`src/rtl/orion_types.sv`:
```
`default_nettype none
// ============================================================================
//  Module      : orion_types (package)
//  Description : Shared types for the Orion core: M-extension operation
//                encoding (shared with decode and execute), muldiv FSM state
//                encoding, and the execute-stage M-extension enable.
//  Revision    : 1.0 - initial release
// ============================================================================
package orion_types;

   // M-extension operation, encoded as the RISC-V funct3 field
   typedef enum logic [2:0] {
      OP_MUL    = 3'd0,
      OP_MULH   = 3'd1,
      OP_MULHSU = 3'd2,
      OP_MULHU  = 3'd3,
      OP_DIV    = 3'd4,
      OP_DIVU   = 3'd5,
      OP_REM    = 3'd6,
      OP_REMU   = 3'd7
   } mul_op_t;

   // Iterative multiply/divide sequencer states
   typedef enum logic [1:0] {
      IDLE = 2'd0,
      MUL  = 2'd1,
      DIV  = 2'd2,
      DONE = 2'd3
   } muldiv_state_t;

   // Execute instantiates muldiv_iter when this is set
   localparam bit EN_RV32M_EXT = 1'b1;

   // Divide/remainder family (funct3[2] set)
   function automatic logic op_is_div(input mul_op_t op);
      return (op == OP_DIV) || (op == OP_DIVU) || (op == OP_REM) || (op == OP_REMU);
   endfunction

   // Operations that interpret rs1 as two's complement
   function automatic logic op_signed_a(input mul_op_t op);
      return (op == OP_MULH) || (op == OP_MULHSU) || (op == OP_DIV) || (op == OP_REM);
   endfunction

   // Operations that interpret rs2 as two's complement
   function automatic logic op_signed_b(input mul_op_t op);
      return (op == OP_MULH) || (op == OP_DIV) || (op == OP_REM);
   endfunction

endpackage
`default_nettype wire

```
`src/rtl/muldiv_signfix.sv`:
```
`default_nettype none
// ============================================================================
//  Module      : muldiv_signfix
//  Description : Combinational sign handling for the iterative mul/div unit.
//                Entry side: operand magnitudes and negate flags.
//                Exit side : negate product/quotient/remainder and select the
//                            result half for the completed operation.
//  Revision    : 1.0 - initial release
// ============================================================================
module muldiv_signfix
   import orion_types::*;
#(
   parameter int XLEN = 32
) (
   input  mul_op_t           in_op,
   input  logic [XLEN-1:0]   in_a,
   input  logic [XLEN-1:0]   in_b,
   output logic [XLEN-1:0]   abs_a,
   output logic [XLEN-1:0]   abs_b,
   output logic              in_neg_a,
   output logic              in_neg_b,
   input  mul_op_t           out_op,
   input  logic [2*XLEN-1:0] acc,
   input  logic              out_neg_a,
   input  logic              out_neg_b,
   output logic [XLEN-1:0]   result
);

   logic [2*XLEN-1:0] prod;
   logic [XLEN-1:0]   quo;
   logic [XLEN-1:0]   rem;

   // Entry: magnitudes are unsigned; the most negative value maps onto itself
   always_comb begin
      in_neg_a = op_signed_a(in_op) && in_a[XLEN-1];
      in_neg_b = op_signed_b(in_op) && in_b[XLEN-1];
      abs_a    = in_neg_a ? -in_a : in_a;
      abs_b    = in_neg_b ? -in_b : in_b;
   end

   // Exit: quotient in acc low half, remainder in acc high half
   always_comb begin
      prod   = (out_neg_a ^ out_neg_b) ? -acc : acc;
      quo    = (out_neg_a ^ out_neg_b) ? -acc[XLEN-1:0] : acc[XLEN-1:0];
      rem    = out_neg_a ? -acc[2*XLEN-1:XLEN] : acc[2*XLEN-1:XLEN];
      result = rem;
      case (out_op)
         OP_MUL:                        result = prod[XLEN-1:0];
         OP_MULH, OP_MULHSU, OP_MULHU:  result = prod[2*XLEN-1:XLEN];
         OP_DIV, OP_DIVU:               result = quo;
         default:                       result = rem;
      endcase
   end

endmodule
`default_nettype wire

```
`src/rtl/muldiv_iter.sv`:
```
`default_nettype none
// ============================================================================
//  Module      : muldiv_iter
//  Description : Multi-cycle RV32M/RV64M multiply/divide unit. Shift-add
//                multiply retiring MUL_BPC multiplier bits per cycle and a
//                restoring divide producing one quotient bit per cycle.
//                Request and response use valid/ready handshakes.
//                Optional macro MULDIV_REUSE_EN: remember the last completed
//                divide and answer an identical divide/remainder in 1 cycle.
//  Revision    : 1.0 - initial release
// ============================================================================
module muldiv_iter
   import orion_types::*;
#(
   parameter int XLEN    = 32,
   parameter int MUL_BPC = 4,
   parameter int TAGW    = 5
) (
   input  logic            clk_i,
   input  logic            rst_i,
   input  logic            req_valid_i,
   output logic            req_ready_o,
   input  mul_op_t         req_op_i,
   input  logic [XLEN-1:0] req_a_i,
   input  logic [XLEN-1:0] req_b_i,
   input  logic [TAGW-1:0] req_tag_i,
   input  logic            flush_i,
   output logic            resp_valid_o,
   input  logic            resp_ready_i,
   output logic [XLEN-1:0] resp_result_o,
   output logic [TAGW-1:0] resp_tag_o,
   output logic            busy_o
);

   localparam int MUL_STEPS = XLEN / MUL_BPC;
   localparam int CNTW      = $clog2(XLEN + 1);

   muldiv_state_t     state;
   mul_op_t           op;
   logic [TAGW-1:0]   tag;
   logic [XLEN-1:0]   opa;        // multiplicand magnitude
   logic [XLEN-1:0]   opb;        // multiplier (shifting) or divisor magnitude
   logic [2*XLEN-1:0] acc;        // product, or {remainder, dividend/quotient}
   logic              neg_a;
   logic              neg_b;
   logic [CNTW-1:0]   cnt;

   logic [XLEN-1:0]   abs_a;
   logic [XLEN-1:0]   abs_b;
   logic              in_neg_a;
   logic              in_neg_b;
   logic [XLEN-1:0]   fix_result;

   logic              div_zero;
   logic              div_ovf;
   logic [XLEN+MUL_BPC-1:0] mul_part;
   logic [XLEN+MUL_BPC-1:0] mul_top;
   logic [2*XLEN-1:0] mul_next;
   logic [XLEN:0]     rem_shift;
   logic [XLEN:0]     rem_trial;
   logic [2*XLEN-1:0] div_next;

`ifdef MULDIV_REUSE_EN
   logic [XLEN-1:0]   raw_a;
   logic [XLEN-1:0]   raw_b;
   logic              store_valid;
   logic [XLEN-1:0]   store_a;
   logic [XLEN-1:0]   store_b;
   logic              store_signed;
   logic [2*XLEN-1:0] store_acc;
   logic              store_neg_a;
   logic              store_neg_b;
   logic              reuse_hit;
`endif

   muldiv_signfix #(
      .XLEN (XLEN)
   ) u_signfix (
      .in_op     (req_op_i),
      .in_a      (req_a_i),
      .in_b      (req_b_i),
      .abs_a     (abs_a),
      .abs_b     (abs_b),
      .in_neg_a  (in_neg_a),
      .in_neg_b  (in_neg_b),
      .out_op    (op),
      .acc       (acc),
      .out_neg_a (neg_a),
      .out_neg_b (neg_b),
      .result    (fix_result)
   );

   // Special divides that bypass iteration, and one multiply/divide step
   always_comb begin
      div_zero  = (req_b_i == '0);
      div_ovf   = ((req_op_i == OP_DIV) || (req_op_i == OP_REM)) &&
                  (req_a_i == {1'b1, {(XLEN-1){1'b0}}}) && (req_b_i == '1);
      // Add |a|*digit to the high half, then shift the whole accumulator right
      mul_part  = {{MUL_BPC{1'b0}}, opa} * {{XLEN{1'b0}}, opb[MUL_BPC-1:0]};
      mul_top   = {{MUL_BPC{1'b0}}, acc[2*XLEN-1:XLEN]} + mul_part;
      mul_next  = {mul_top, acc[XLEN-1:MUL_BPC]};
      // Restoring step: shift in next dividend bit, subtract divisor if it fits
      rem_shift = {acc[2*XLEN-1:XLEN], acc[XLEN-1]};
      rem_trial = rem_shift - {1'b0, opb};
      div_next  = rem_trial[XLEN] ? {rem_shift[XLEN-1:0], acc[XLEN-2:0], 1'b0}
                                  : {rem_trial[XLEN-1:0], acc[XLEN-2:0], 1'b1};
   end

`ifdef MULDIV_REUSE_EN
   // Stored divide matches when operands and signedness are identical
   always_comb begin
      reuse_hit = store_valid && op_is_div(req_op_i) &&
                  (req_a_i == store_a) && (req_b_i == store_b) &&
                  (op_signed_a(req_op_i) == store_signed);
   end
`endif

   // Sequencer with registered handshake outputs
   always_ff @(posedge clk_i) begin
      if (rst_i) begin
         state         <= IDLE;
         req_ready_o   <= 1'b1;
         resp_valid_o  <= 1'b0;
         busy_o        <= 1'b0;
         resp_result_o <= '0;
         resp_tag_o    <= '0;
         op            <= OP_MUL;
         tag           <= '0;
         opa           <= '0;
         opb           <= '0;
         acc           <= '0;
         neg_a         <= 1'b0;
         neg_b         <= 1'b0;
         cnt           <= '0;
`ifdef MULDIV_REUSE_EN
         raw_a         <= '0;
         raw_b         <= '0;
         store_valid   <= 1'b0;
         store_a       <= '0;
         store_b       <= '0;
         store_signed  <= 1'b0;
         store_acc     <= '0;
         store_neg_a   <= 1'b0;
         store_neg_b   <= 1'b0;
`endif
      end else begin
         case (state)
            IDLE: begin
               if (req_valid_i && !flush_i) begin
                  op          <= req_op_i;
                  tag         <= req_tag_i;
                  cnt         <= '0;
                  opa         <= abs_a;
                  opb         <= abs_b;
                  neg_a       <= in_neg_a;
                  neg_b       <= in_neg_b;
                  req_ready_o <= 1'b0;
                  busy_o      <= 1'b1;
`ifdef MULDIV_REUSE_EN
                  raw_a       <= req_a_i;
                  raw_b       <= req_b_i;
`endif
                  if (!op_is_div(req_op_i)) begin
                     acc   <= '0;
                     state <= MUL;
`ifdef MULDIV_REUSE_EN
                  end else if (reuse_hit) begin
                     acc   <= store_acc;
                     neg_a <= store_neg_a;
                     neg_b <= store_neg_b;
                     state <= DONE;
`endif
                  end else if (div_zero) begin
                     // quotient all-ones, remainder is the dividend
                     acc   <= {req_a_i, {XLEN{1'b1}}};
                     neg_a <= 1'b0;
                     neg_b <= 1'b0;
                     state <= DONE;
                  end else if (div_ovf) begin
                     // quotient is the dividend, remainder zero
                     acc   <= {{XLEN{1'b0}}, req_a_i};
                     neg_a <= 1'b0;
                     neg_b <= 1'b0;
                     state <= DONE;
                  end else begin
                     acc   <= {{XLEN{1'b0}}, abs_a};
                     state <= DIV;
                  end
               end
            end
            MUL: begin
               if (flush_i) begin
                  state       <= IDLE;
                  req_ready_o <= 1'b1;
                  busy_o      <= 1'b0;
               end else begin
                  acc <= mul_next;
                  opb <= opb >> MUL_BPC;
                  cnt <= cnt + 1'b1;
                  if (cnt == CNTW'(MUL_STEPS - 1)) begin
                     state <= DONE;
                  end
               end
            end
            DIV: begin
               if (flush_i) begin
                  state       <= IDLE;
                  req_ready_o <= 1'b1;
                  busy_o      <= 1'b0;
               end else begin
                  acc <= div_next;
                  cnt <= cnt + 1'b1;
                  if (cnt == CNTW'(XLEN - 1)) begin
                     state <= DONE;
                  end
               end
            end
            DONE: begin
               if (flush_i) begin
                  state        <= IDLE;
                  resp_valid_o <= 1'b0;
                  req_ready_o  <= 1'b1;
                  busy_o       <= 1'b0;
               end else if (!resp_valid_o) begin
                  // first DONE cycle: sign-fix and present the result
                  resp_valid_o  <= 1'b1;
                  resp_result_o <= fix_result;
                  resp_tag_o    <= tag;
               end else if (resp_ready_i) begin
                  state        <= IDLE;
                  resp_valid_o <= 1'b0;
                  req_ready_o  <= 1'b1;
                  busy_o       <= 1'b0;
`ifdef MULDIV_REUSE_EN
                  if (op_is_div(op)) begin
                     store_valid  <= 1'b1;
                     store_a      <= raw_a;
                     store_b      <= raw_b;
                     store_signed <= op_signed_a(op);
                     store_acc    <= acc;
                     store_neg_a  <= neg_a;
                     store_neg_b  <= neg_b;
                  end
`endif
               end
            end
            default: begin
               state <= IDLE;
            end
         endcase
`ifdef MULDIV_REUSE_EN
         if (flush_i) begin
            store_valid <= 1'b0;
         end
`endif
      end
   end

endmodule
`default_nettype wire

```
`config.mk`:
```
export PLATFORM = sky130hd
export DESIGN_NAME = muldiv_iter
export DESIGN_NICKNAME = d
export VERILOG_FILES = /design/src/rtl/orion_types.sv /design/src/rtl/muldiv_signfix.sv /design/src/rtl/muldiv_iter.sv
export SDC_FILE = /design/constraint.sdc
export NUM_CORES = 1
export LEC_CHECK = 0
export ABC_AREA = 1
export CORE_AREA = 2 2 242 244
export CTS_BUF_LIST = sky130_fd_sc_hd__clkbuf_4 sky130_fd_sc_hd__clkbuf_8
export DETAILED_ROUTE_END_ITERATION = 16
export DIE_AREA = 0 0 244 246
export HOLD_SLACK_MARGIN = 0.1
export PLACE_DENSITY_LB_ADDON = 0.2
export SETUP_SLACK_MARGIN = 0.05
export SLEW_MARGIN = 10
export SYNTH_ARGS = -nofsm -noshare
export SYNTH_HDL_FRONTEND = slang
export SYNTH_HIERARCHICAL = 1
export SYNTH_SLANG_ARGS = --single-unit
```
`constraint.sdc`:
```
create_clock -name clk_i -period 5.7 [get_ports clk_i]
set_clock_uncertainty 0.1 [all_clocks]
set_input_delay 1.14 -clock clk_i [delete_from_list [all_inputs] [get_ports clk_i]]
set_output_delay 1.14 -clock clk_i [all_outputs]
set_load 0.02 [all_outputs]
```
==> impl_metrics.env, run 1 <==
export IMPL_cp_slowest_cell="dfxtp_1"
export IMPL_max_clock_freq_ghz=0.197
export IMPL_crit_chain="buf_4 > nand2_1 > inv_1 > fa_1 > fa_1 > inv_1 > fa_1 > inv_1 > ha_1 > a21oi_1 > o21ai_0 > a21oi_1 > nor2_1 > nor2_1 > nand2_1 > nand2_1 > nand3_1 > nand2_1 > nand2_1 > a21oi_1"
export IMPL_synth_area_mm2=0.0227
export IMPL_status="complete, no violations"
export IMPL_grt_pass1_vias=23600
export IMPL_setup_tns_ns=0
export IMPL_design_die_area_mm2=0.0600
export IMPL_seq_area_frac_synth=0.164
export IMPL_worstSetupStartpointType="flop"
export IMPL_total_power_uw=14500
export IMPL_place_congestion=1.05
export IMPL_crit_fanout=15
export IMPL_postRouteAntennaNets=0
export IMPL_min_path_type="flop to flop"
export IMPL_grtUsageTotal=0.313
export IMPL_post_cts_buffers=0
export IMPL_synth_mux_area_frac=0
export IMPL_clock_path_buffers=2
export IMPL_power_density_mw_per_mm2=581
export IMPL_slew_headroom=0.246
export IMPL_clock_latency_ns=0.60
export IMPL_num_vias=25700
export IMPL_htree_levels=4
export IMPL_viasPerCell=5.35
export IMPL_synth_area_per_cell_um2=5.68
export IMPL_nNetsFinal=4292
export IMPL_cts_resized=0
export IMPL_place_detailed_hpwl_um=76400
export IMPL_tightest_slew_ns=1.12
export IMPL_synth_edff_count=0
export IMPL_clkSinkCount=186
export IMPL_slew_violations=0
export IMPL_synth_cell_types=54
export IMPL_drive_gt1_frac=0.0356
export IMPL_synth_seq_cells=186
export IMPL_crit_required_ns=6.13
export IMPL_drtPass1Iterations=6
export IMPL_fp_dieH_um=246
export IMPL_drc=0
export IMPL_root_buffer="clkbuf_8"
export IMPL_synthFlopType="dfxtp_1"
export IMPL_io_buffer_count=116
export IMPL_grt_pass1_wl_um=143000
export IMPL_finalHoldViolCount=0
export IMPL_path_common_cell="nand2_1"
export IMPL_pre_cts_slack_ns=0.769
export IMPL_rsz0062_at_grt="false"
export IMPL_synth_top_family_by_area="simple AND/OR/NAND/NOR gates"
export IMPL_synthXorXnorAreaFrac=0.0312
export IMPL_grt_remaining_overflow=0
export IMPL_synthArstFlopShare=0
export IMPL_timing_max_cap_violations=0
export IMPL_num_rows=88
export IMPL_cts_tree="yes"
export IMPL_ioPinCount=117
export IMPL_antenna_found_initial=0
export IMPL_hold_buffers=0
export IMPL_area_growth_pct=9.71
export IMPL_setup_viol=0
export IMPL_final_period_utilization=0.890
export IMPL_ir_drop_uv=592
export IMPL_synth_cells=4002
export IMPL_slowest_delay_ns=0.78
export IMPL_arrival_ns=5.51
export IMPL_crit_type="flop to flop"
export IMPL_p_leak_uw=0.0132
export IMPL_syn_nets=4258
export IMPL_cts_made_buffers=17
export IMPL_cp_num_buf_inv=4
export IMPL_yosysWarnings=6
export IMPL_initial_core_util=0.397
export IMPL_grt_max_degree=101
export IMPL_die_w_um=244
export IMPL_drtIter0Drc=3030
export IMPL_setup_slack_ns=0.627
export IMPL_core_mm2=0.0574
export IMPL_wirelength_um=95400
export IMPL_final_min_clock_period_ns=5.07
export IMPL_crit_family="adder cells"
export IMPL_clkTransAtPathRegs_ns=0.12
export IMPL_worst_setup_path_end_kind="flop"
export IMPL_synthSimpleGateAreaFrac=0.372
export IMPL_wl_per_cell_um=19.8
export IMPL_synth_compound_area_frac=0.152
export IMPL_synthAdderAreaFrac=0.129
cells in the mapped netlist, types with 7 or more instances:
library cell  count  area [um2]
nand2_2          13        81.3
buf_2            13        65.1
nand4_1          46         288
o22ai_1          20         125
nor2_1          416        1560
nand2_1        1130        4240
xor2_1           61         534
a31oi_1           7        43.8
nand2_4           7        78.8
or2_2             8        50.1
nor3_1           36         180
inv_1           731        2740
dfxtp_1         186        3720
a21oi_1         274        1370
nand3b_1         25         188
ha_1             87        1090
and2_1            8        50.1
buf_4            12        90.1
nand3_1         298        1490
a21oi_2          10        87.6
inv_2             8        30.0
clkbuf_1         98         368
o21ai_0         296        1480
o21ai_1          10        50.1
fa_1             92        1840
xnor2_1          20         175
buf_6             8        90.1
nor4_1            8        50.1
kinds of logic (layout without fill, tap and decap cells):
kind of cell / after synthesis / after routing
simple gates: 2020 / 2020
buf+inv: 885 / 932
compound gates: 651 / 651
flops: 186 / 186
fa+ha+maj: 179 / 179
xor+xnor: 81 / 81
other cells: 0 / 2
layer usage:
layer	vias up	part of all wire	track usage
met5	-	0	0
met2	1205	0.43	0.476
met1	11800	0.44	0.436
met3	163	0.10	0.0668
li1	12600	-	-
met4	0	0.037	0.113
worst paths after layout:
check                           slack [ns]             to  depth (start not counted)   start
worst max-delay path                  0.63        acc[61]                         20  opb[2]
worst min-delay path                  0.36  resp_tag_o[2]                          2  tag[2]
worst max register to register        0.63        acc[61]                         20  opb[2]
worst min register to register        0.36  resp_tag_o[2]                          2  tag[2]
power by group:
group | internal [uW] | total (uW) | switching, uW
Clock | 414 | 1040 | 625
Combinational | 3240 | 11000 | 7780
Sequential | 1700 | 2440 | 738
state kept, by name (all words and copies together), names as in the netlist, 2 cells and up:
signal,cells
tag,5
resp_tag_o,5
op,3
opa,32
opb,32
acc,64
cnt,6
state,2
resp_result_o,32
tightest hold or removal path: stages (launching register included):
cell     delay, ns
dfxtp_1       0.31
inv_1         0.06
a21oi_1       0.06
per-stage QoR:
stage	hold slack, ns	util	area, um2	instances
finish	0.363	0.435	25000	4816
global placement	0.347	0.428	24500	4782
floorplan	0.330	-	22700	4002
CTS	0.366	0.435	25000	4814
detailed placement	0.345	0.428	24500	4782
global route	0.391	0.435	25000	4814
cells in the final DEF (no fill, tap or decap), types with 25 or more instances in the layout:
cell,instances
nor2_1,414
o21ai_0,296
nand3_1,297
ha_1,86
a21oi_1,274
dfxtp_1,186
inv_1,729
nor3_1,35
nand4_1,46
nand2_1,1130
xor2_1,61
nand3b_1,25
clkdlybuf4s50_1,115
buf_4,37
fa_1,92
area by class of cell:
class / count / area, um2
fillers: 6448 / 32400
multi-input cells: 2931 / 15600
flip-flops and latches: 186 / 3720
inverters: 745 / 2800
repair buffers: 155 / 1470
well taps: 765 / 957
clock buffers: 18 / 241
clock inverters: 14 / 179
diodes: 2 / 5.00
Power figures use the tool's default switching activity.
==> run 2, diff against run 1 <==
--- a/config.mk
+++ b/config.mk
@@ -6,10 +6,11 @@
 export NUM_CORES = 1
 export LEC_CHECK = 0
 export ABC_AREA = 1
-export CORE_AREA = 2 2 242 244
+export CAP_MARGIN = 20
+export CORE_AREA = 2 2 215 217
 export CTS_BUF_LIST = sky130_fd_sc_hd__clkbuf_4 sky130_fd_sc_hd__clkbuf_8
 export DETAILED_ROUTE_END_ITERATION = 16
-export DIE_AREA = 0 0 244 246
+export DIE_AREA = 0 0 217 219
 export HOLD_SLACK_MARGIN = 0.1
 export PLACE_DENSITY_LB_ADDON = 0.2
 export SETUP_SLACK_MARGIN = 0.05
==> run 2 against run 1 <==
Sequential share of layout area rose by 0.14 points. Core utilization is 11 points higher. Sequential power is 2% higher. Non-clock buffer count fell by 2. First-iteration DRC count grew 14%. Global-route usage is 7.5 points higher.
==> impl_metrics.env, run 2 (synthesized netlist as in run 1, its figures left out) <==
export IMPL_status="complete, no violations"
export IMPL_clkSinkCount=186
export IMPL_drive_gt1_frac=0.0351
export IMPL_timing_max_cap_violations=0
export IMPL_grt_pass1_vias=23600
export IMPL_final_period_utilization=0.878
export IMPL_grtUsageTotal=0.388
export IMPL_drtIter0Drc=3443
export IMPL_hold_buffers=0
export IMPL_cts_tree="yes"
export IMPL_grt_max_degree=106
export IMPL_fill_cells=4928
export IMPL_place_congestion=1.05
export IMPL_wl_per_cell_um=20.0
export IMPL_slew_headroom=0.267
export IMPL_final_cell_mix="1130 x nand2_1, 729 x inv_1, 414 x nor2_1"
export IMPL_largest_reg_flops=64
export IMPL_ioPinCount=117
export IMPL_finalHoldViolCount=0
export IMPL_hold_start="tag[1]"
export IMPL_io_buffer_count=116
export IMPL_ir_drop_uv=401
export IMPL_cts_made_buffers=17
export IMPL_area_growth_pct=8.66
export IMPL_tightest_slew_ns=1.09
export IMPL_worstSetupStartpointType="flop"
export IMPL_htree_levels=4
export IMPL_postRouteAntennaNets=0
export IMPL_placed_cell_area_mm2=0.0243
export IMPL_num_rows=78
export IMPL_clock_latency_ns=0.58
export IMPL_max_clock_freq_ghz=0.200
export IMPL_grt_pass1_wl_um=140000
export IMPL_startpoint="opb[2]"
export IMPL_worst_setup_path_end_kind="flop"
export IMPL_drtPass1Iterations=6
export IMPL_initial_core_util=0.505
export IMPL_nNetsFinal=4290
export IMPL_diodes=0
export IMPL_grt_remaining_overflow=0
export IMPL_clock_path_buffers=2
export IMPL_root_buffer="clkbuf_8"
export IMPL_crit_required_ns=6.10
export IMPL_slew_violations=0
export IMPL_final_common_cell="nand2_1"
export IMPL_final_cell_area_mm2=0.0247
export IMPL_num_vias=26100
export IMPL_fp_dieH_um=219
export IMPL_top_register="acc"
export IMPL_setup_viol=0
export IMPL_antenna_found_initial=2
export IMPL_place_detailed_hpwl_um=74500
export IMPL_power_density_mw_per_mm2=585
export IMPL_wirelength_um=93200
export IMPL_final_util=0.548
export IMPL_crit_type="flop to flop"
export IMPL_design_die_area_mm2=0.0475
export IMPL_setup_tns_ns=0
export IMPL_rsz0062_at_grt="false"
export IMPL_post_cts_buffers=0
export IMPL_reg2reg_from="opb[2]"
export IMPL_cts_resized=0
export IMPL_min_path_type="flop to flop"
export IMPL_drc=0
export IMPL_crit_fanout=16
export IMPL_die_w_um=217
export IMPL_arrival_ns=5.40
export IMPL_clkTransAtPathRegs_ns=0.10
export IMPL_final_min_clock_period_ns=5.00
export IMPL_core_mm2=0.0451
export IMPL_p_leak_uw=0.0132
export IMPL_viasPerCell=5.62
[run 2: cell types whose count changed in the layout (fill, tap and decap cells not counted), sizes merged]
cell / delta
buf: -2
bufinv: -2
clkinv: +4
clkinvlp: -1
diode: -2
inv: -1
[run 2: area by class of cell]
| type | count | area, um2 | area share |
|---|---|---|---|
| Clock buffer | 18 | 248 | 0.0100 |
| Clock inverter | 14 | 153 | 0.00617 |
| Inverter | 745 | 2800 | 0.113 |
| Multi-Input combinational cell | 2931 | 15600 | 0.630 |
| Sequential cell | 186 | 3720 | 0.151 |
| Tap cell | 600 | 751 | 0.0304 |
| Timing Repair Buffer | 153 | 1470 | 0.0593 |
[run 2: power breakdown]
group | switching, uW | internal [uW]
sequential | 799 | 1700
clock | 623 | 339
combinational | 7750 | 3230
total | 9170 | 5280
[run 2: worst paths after layout]
kind              cells past startpoint  slack, ns      end
setup / recovery                     20       0.70  acc[62]
hold / removal                        2       0.36   tag[1]
setup reg to reg                     20       0.70  acc[62]
hold reg to reg                       2       0.36   tag[1]
[run 2: metal layers]
| layer | GRT usage | part of all wire |
|---|---|---|
| met1 | 0.530 | 0.42 |
| met2 | 0.582 | 0.42 |
| met3 | 0.0811 | 0.11 |
| met4 | 0.186 | 0.050 |
| met5 | 0 | 0.00014 |
[run 2: metrics by stage]
step                setup slack, ns  total power, uW  hold WS, ns  std cells
global placement              0.776            13100        0.347       4614
finish                        0.697            14500        0.362       4647
CTS                           0.761            14100        0.369       4646
global route                  0.402            15600        0.379       4647
floorplan                      1.69             9790        0.330       4002
detailed placement            0.809            13100        0.351       4614
[run 2: worst max-delay path, cell delays in order, from the launching register on]
cell and delay [ns]:
dfxtp_1 0.80, buf_4 0.34, nand2_1 0.08, inv_1 0.08
fa_1 0.46, fa_1 0.55, inv_1 0.06, fa_1 0.51
inv_1 0.04, ha_1 0.40, a21oi_1 0.27, o21ai_0 0.19
a21oi_1 0.32, nor2_1 0.09, nor2_1 0.12, nand2_1 0.06
nand2_1 0.05, nand3_1 0.07, nand2_1 0.10, nand2_1 0.06
a21oi_1 0.15
